### config.mk
export PLATFORM = sky130hd
export DESIGN_NAME = bf_prog_loader
export DESIGN_NICKNAME = d
export VERILOG_FILES = /design/src/rtl/bf_prog_loader.sv
export SDC_FILE = /design/constraint.sdc
export NUM_CORES = 1
export LEC_CHECK = 0
export ABC_AREA = 1
export BUFFER_PORTS_ARGS = -buffer_cell sky130_fd_sc_hd__buf_2
export CORE_MARGIN = 5
export CORE_UTILIZATION = 60
export DETAILED_ROUTE_END_ITERATION = 12
export PLACE_DENSITY = 0.86
export SLEW_MARGIN = 20
export SYNTH_ARGS = -nofsm -noshare
export SYNTH_HDL_FRONTEND = slang
export SYNTH_SLANG_ARGS = --single-unit
### constraint.sdc
create_clock -name clock -period 3.5 [get_ports clock]
set_input_delay 0.35 -clock clock [delete_from_list [all_inputs] [get_ports clock]]
set_output_delay 0.35 -clock clock [all_outputs]
set_load 0.05 [all_outputs]
### src/rtl/bf_prog_loader.sv
// rtl/bf_prog_loader.sv - Brainfuck source loader feeding the core's program memory
//
// Purpose: accepts an ASCII byte stream and drops comment characters. Each opcode
// character is translated to its 3-bit instruction and written sequentially into
// prgmem, starting at START_ADDR. Bracket balance and program capacity are checked,
// and o_run is raised only after a clean, 0x00-terminated load.
//
// Ports:
//   clock, reset_n       rising-edge clock, asynchronous active-low reset
//   i_start              pulse: abort and begin a new load
//   i_valid / i_char     source byte handshake (0x00 terminates the program)
//   o_ready              loader accepts a byte this cycle
//   o_prgmem_we/addr/data  registered prgmem write port
//   o_run                core may execute
//   o_len                instruction count of the last successful load
//   o_error              00 ok, 01 unmatched ']', 10 unmatched '[', 11 overflow

module bf_prog_loader #(
  parameter int ADDR_W     = 8,
  parameter int START_ADDR = 1,
  parameter int DEPTH_W    = 6
) (
  input  logic              clock,
  input  logic              reset_n,
  input  logic              i_start,
  input  logic              i_valid,
  input  logic [7:0]        i_char,
  output logic              o_ready,
  output logic              o_prgmem_we,
  output logic [ADDR_W-1:0] o_prgmem_addr,
  output logic [2:0]        o_prgmem_data,
  output logic              o_run,
  output logic [ADDR_W-1:0] o_len,
  output logic [1:0]        o_error
);

  localparam logic [1:0] S_IDLE  = 2'd0;
  localparam logic [1:0] S_LOAD  = 2'd1;
  localparam logic [1:0] S_RUN   = 2'd2;
  localparam logic [1:0] S_ERROR = 2'd3;

  localparam logic [2:0] OP_OPEN  = 3'b110;
  localparam logic [2:0] OP_CLOSE = 3'b111;

  // count is one bit wider than an address so a full memory is representable
  localparam logic [ADDR_W:0]   CAPACITY  = (ADDR_W+1)'((1 << ADDR_W) - START_ADDR);
  localparam logic [ADDR_W-1:0] ADDR_START = ADDR_W'(START_ADDR);
  localparam logic [ADDR_W-1:0] ADDR_LAST  = '1;
  localparam logic [DEPTH_W-1:0] DEPTH_MAX = '1;

  logic [1:0]         state;
  logic [ADDR_W-1:0]  wr_ptr;
  logic [ADDR_W:0]    count;
  logic [DEPTH_W-1:0] depth;

  logic       is_op;
  logic [2:0] op;
  logic       accept;

  always_comb begin
    is_op = 1'b1;
    op    = 3'b000;
    case (i_char)
      8'h2B:   op = 3'b000; // '+'
      8'h3E:   op = 3'b001; // '>'
      8'h3C:   op = 3'b010; // '<'
      8'h2D:   op = 3'b011; // '-'
      8'h2E:   op = 3'b100; // '.'
      8'h2C:   op = 3'b101; // ','
      8'h5B:   op = 3'b110; // '['
      8'h5D:   op = 3'b111; // ']'
      default: is_op = 1'b0;
    endcase
  end

  assign o_ready = (state == S_LOAD);
  assign o_run   = (state == S_RUN);
  // i_start takes priority: a byte presented in the same cycle is not consumed
  assign accept  = o_ready && i_valid && !i_start;

  always_ff @(posedge clock or negedge reset_n) begin
    if (!reset_n) begin
      state         <= S_IDLE;
      wr_ptr        <= '0;
      count         <= '0;
      depth         <= '0;
      o_prgmem_we   <= 1'b0;
      o_prgmem_addr <= '0;
      o_prgmem_data <= 3'b000;
      o_len         <= '0;
      o_error       <= 2'b00;
    end else begin
      o_prgmem_we <= 1'b0;
      if (i_start) begin
        state   <= S_LOAD;
        wr_ptr  <= ADDR_START;
        count   <= '0;
        depth   <= '0;
        o_error <= 2'b00;
      end else if (accept) begin
        if (i_char == 8'h00) begin
          if (depth != '0) begin
            state   <= S_ERROR;
            o_error <= 2'b10;
          end else begin
            state <= S_RUN;
            o_len <= count[ADDR_W-1:0];
          end
        end else if (is_op) begin
          if (op == OP_CLOSE && depth == '0) begin
            state   <= S_ERROR;
            o_error <= 2'b01;
          end else if (op == OP_OPEN && depth == DEPTH_MAX) begin
            state   <= S_ERROR;
            o_error <= 2'b11;
          end else if (count == CAPACITY) begin
            state   <= S_ERROR;
            o_error <= 2'b11;
          end else begin
            o_prgmem_we   <= 1'b1;
            o_prgmem_addr <= wr_ptr;
            o_prgmem_data <= op;
            count         <= count + (ADDR_W+1)'(1);
            // hold at the top address; the capacity check stops any further write
            if (wr_ptr != ADDR_LAST)
              wr_ptr <= wr_ptr + ADDR_W'(1);
            if (op == OP_OPEN)
              depth <= depth + DEPTH_W'(1);
            else if (op == OP_CLOSE)
              depth <= depth - DEPTH_W'(1);
          end
        end
      end
    end
  end

endmodule

; Word-level counts from Yosys, hierarchy flattened
; Index checks and enable logic that the tools add are counted.
[classes]
n_addsub = 4
multipliers = 0
div = 0
magnitude_cmp = 0
eq_ne = 20
n_shift = 0
n_mux = 47
bitwise = 6
n_reduce_logical = 22
[ops]
columns = operator, n
row1 = $mux 8, 8
row2 = $mux 9, 7
row3 = $mux 6, 9
row4 = $eq 8x6->1 const B, 6
row5 = $mux 2, 13
row6 = $pmux 3 s7, 1
row7 = $reduce_and 7->1, 3
row8 = $eq 8x7->1 const B, 2
row9 = $add 9x1->9 const B, 1
row10 = $eq 9x8->1 const B, 1
row11 = $mux 1, 9
row12 = $add 8x1->8 const B, 1
row13 = $logic_not 8->1, 1
row14 = $ne 2x2->1 const B, 4
row15 = $ne 8x8->1 const B, 1
row16 = $reduce_and 4->1, 2
row17 = $reduce_or 8->1, 1
row18 = $add 6x1->6 const B, 1
row19 = $eq 3x3->1 const B, 2
row20 = $eq 6x6->1 const B, 1
row21 = $logic_not 6->1, 1
row22 = $not 1->1, 6
row23 = $reduce_and 6->1, 1
row24 = $reduce_bool 2->1, 3
row25 = other kinds (10), 14
[totals]
register_bits = 47
latchBits = 0
mem_bits_rw = 0
rom_bits = 0
input_bits = 12
output_inout_bits = 24
word_cells = 108
memories = 0

; Depth between registers and ports, before layout
[depth]
ltp_word = 12
depth_mapped = 15
ltp_nobuf = 15

; Least setup slack after synthesis
; OpenSTA, ideal clock, no wires.
[synth_path]
path_kind = register to register
from = reg state[1]
to = reg count[6]
setup_ps = 118
t_arrival_ps = 1944
required_ps = 3382
setup_slack_ps = 1438
path_stages_with_launch = 9
path_buffers = 1
period_less_slack_ps = 2062
cell_sequence = dfrtp_1 > nor2_1 > nand2_1 > nand2_2 > and3_1 > buf_4 > nand3_4 > nand2_1 > nand2_1
[synth_via]
elab_chain_len = 5
[synth_rtl]
columns = element, line_no
row1 = start: declaration, 51  ; logic [1:0] state;
row2 = start signal: assignment, 83  ; state <= S_IDLE;
row3 = start signal: assignment, 95  ; state <= S_LOAD;
row4 = start signal: assignment, 103  ; state <= S_ERROR;
row5 = $eq 2x1->1, 76  ; assign o_ready = (state == S_LOAD);
row6 = named net o_ready, 28  ; output logic o_ready,
row7 = $logic_and 1x1->1 (2 in a row), 79  ; assign accept = o_ready && i_valid && !i_start;
row8 = $reduce_bool 2->1 (no source line), n/a
row9 = $reduce_and 6->1 (no source line), n/a
row10 = end signal: assignment, 123  ; count <= count + (ADDR_W+1)'(1);
row11 = end: declaration, 53  ; logic [ADDR_W:0] count;
; The timed path passes the listed nets, and every way through them passes these cells.
; A chain may end at the register's enable or synchronous reset.

; Worst setup path in the final report
[layout_path]
from = reg count[0]
to = reg o_prgmem_addr[0]
[layout_via]
elab_chain_len = 3
[layout_rtl]
columns = element, line_no
row1 = $eq 9x8->1, 116  ; end else if (count == CAPACITY) begin
row2 = $not 1->1 (no source line), n/a
row3 = $reduce_and 7->1 (no source line), n/a
row4 = end signal: assignment, 121  ; o_prgmem_addr <= wr_ptr;
row5 = end: declaration, 30  ; output logic [ADDR_W-1:0] o_prgmem_addr,
; No other way between the ends.

==> results by group <==
Run status
  • Status: complete, no violations

Layout
  • Layout cells sized above 1: 0.171
  • Antenna fix cells: 0
  • # nets final: 475
  • # fillers: slightly below 400
  • Syn-to-layout area delta: 10.2%

Place
  • Worst slack at placement: roughly 1200 ps
  • GPL Wtd Cong: 0.869
  • Port buffer count: 35
  • HPWL Detailed: 4630 microns

Yosys
  • Post-synth EDFFs: 0
  • Yosys reg bits: 47
  • Most frequent cell after synthesis: nand2_1
  • Most used DFF post-synth: dfrtp_1
  • Top cells by area, synth: dfrtp_1 39%, nand2_1 21%, nor2_1 5.6%
  • Cell area after synthesis: between 2000 and 3000 sq um
  • Sequential element share of the synthesized area: 0.392
  • Yosys cell types: 28
  • Synth area leader: dfrtp_1
  • Syn Area/Cell: approximately 7.1 sq um
  • Cell count after synthesis: between 400 and 500
  • Share of the synthesized area in the top cell type: 0.392
  • Yosys synthesis warning count: 0
  • Synth Net Count: between 400 and 500
  • Top cells by count, synth: 164 x nand2_1, 47 x dfrtp_1, 45 x nor2_1
  • Ys async rst share: 1.00

STA
  • Minimum clock period: approximately 2300 ps
  • Final setup fails: 0
  • Period utilisation layout: 0.665
  • Worst-Margin Slew: roughly 560 ps
  • Max Fclk: about 430 MHz
  • Setup total negative slack: 0 ps
  • Final hold vios: 0
  • Max-slew violation count: 0
  • Final setup margin: roughly 1200 ps
  • RSZ-0062 raised after global routing: no
  • Slew headroom: 0.624
  • Final clock skew: about 6 ps

Clock network
  • Root buffer cell: clkbuf_8
  • CTS resizes: 0
  • Clock-pin slew on the worst setup and hold paths: approximately 90 ps
  • H-tree depth: 2
  • Postcts setup bufs: 0
  • Worst-skew pair later-pin latency: around 300 ps
  • CTS Buf Count: 5
  • Clk buf depth: 2
  • Hold_buf cts: 0
  • TritonCTS clock tree: built
  • CTS sink count: 47

Setup path
  • Crit. End Element: register
  • Origin of the worst setup path: count[0]
  • R2R Path Start: count[0]
  • Critical Path Source Type: register
  • CP required: 3750 ps
  • Crit path arrival time: 2580 ps
  • WS Path Type: register to register
  • Max FO, Critical Path: 21

Power
  • Max VDD drop: about 0.29 mV
  • Cell Pwr Density: approximately 460 nW/um^2
  • Clock network power share: 0.267
  • Comb pwr share: 0.296
  • Sw Share: 0.365
  • Seq pwr share: 0.437
  • Leak: about 1.8 nW
  • Internal: ~970 uW
  • Sw power: ~560 uW

GRT
  • Total grt overflow: 0
  • First-pass GRT wire length: 11000 microns
  • All-Layer GR Usage: 0.213
  • Vias in the first global route: about 2500
  • Pin count of the biggest net entering global routing: 48
  • Initial antenna violation count: 0

Detailed routing
  • Antenna-violating nets left: 0
  • Iteration-0 DRC Markers: approximately 200
  • WL/cell: around 12 microns
  • Drt total wl: 6250 microns
  • First-pass DRT Iterations: 4
  • Vias per cell: ~5.2
  • Residual DRC: 0
  • Total number of vias: 2722

Floorplanning
  • Num rows: 25
  • Die Y: 80.7 microns
  • Die ar.: approximately 6500 sq um
  • Core box area: approximately 4800 sq um
  • Initial Util: 0.626
  • Io pins: 36
  • Die width: slightly above 80 microns

Job
  • Max cap viols: 0

Worst hold path
  • Worst Hold Class: input port to async pin
## registers in the layout (all words and copies together), names as in the netlist
name and cells:
count 9, o_len 8, o_prgmem_addr 8, wr_ptr 8
depth 6, o_prgmem_data 3, o_error 2, state 2
o_prgmem_we 1
## worst paths after layout
kind	cells past startpoint	slack, ps	end
worst max-delay path	15	1170	o_prgmem_addr[0]
worst min-delay path	1	30	o_prgmem_data[2]
worst min register to register	2	470	o_len[0]
worst max register to register	15	1170	o_prgmem_addr[0]
min in group clock	2	470	o_len[0]
max in group asynchronous	1	3090	depth[3]
## cell usage in the layout (no fill, tap or decap), types with 6 or more instances in the layout
cell     synthesis  final
nor3_1           6      6
nor2_2           7      7
nor2_1          45     45
dfrtp_1         47     47
nand2_2          7      7
buf_2            0     34
o21ai_1          9      9
nand2_1        164    164
nand3_1         20     20
inv_2            6      6
nand4_1         23     23
ha_1             7      7
a21oi_1          6      6
inv_1           37     37
## kinds of logic (layout without fill, tap and decap cells)
| logic type | Yosys count | in the layout | synth area share |
|---|---|---|---|
| xor+xnor | 2 | 2 | 0.00585 |
| buf+inv | 54 | 86 | 0.0777 |
| flops | 47 | 47 | 0.392 |
| simple gates | 287 | 287 | 0.434 |
| compound gates | 26 | 26 | 0.0543 |
| fa+ha+maj | 8 | 8 | 0.0359 |
## through the flow
stage,util,total power [mW],area (sq um),std cells,hold WS [ps]
after global placement,0.665,1.11,3180,515,451
final,0.690,1.53,3300,523,30.4
after global routing,0.690,1.63,3300,523,77.3
after CTS,0.689,1.53,3300,523,243
after floorplan,-,1.02,3000,424,54.4
after detailed placement,0.665,1.12,3180,515,453
## critical path: stages, from the launching register on
cell and delay, ps:
dfrtp_1 440, ha_1 240, nand2_1 70, inv_1 50, nand2_1 80, nor2_1 80
nand3_1 100, nor2_1 50, ha_1 190, inv_1 60, nand2_1 60, nor2_2 180
nand3_2 340, inv_1 200, nand2_1 70, nand2_1 60
## per-layer routing
layer	up-vias	part of all wire	GRT usage
met4	0	0.012	0.0709
li1	1418	-	-
met5	-	0	0
met1	1231	0.45	0.272
met2	66	0.49	0.365
met3	7	0.048	0.0348
## area by class of cell
cell class	count	area, sq um	share of cell area
Clock buffer	5	68.8	0.0208
Clock inverter	3	46.3	0.0140
Inverter	43	161	0.0489
Multi-Input combinational cell	323	1590	0.481
Sequential cell	47	1180	0.356
Tap cell	67	83.8	0.0254
Timing Repair Buffer	35	178	0.0538
## power by group through the flow
stage	Sequential [mW]	Combinational (mW)	Clock [mW]
finish	0.668	0.453	0.407
floorplan	0.687	0.332	0
global route	0.677	0.518	0.438
global placement	0.675	0.434	0
detailed placement	0.678	0.446	0
CTS	0.667	0.450	0.412
Power figures use the tool's default switching activity.
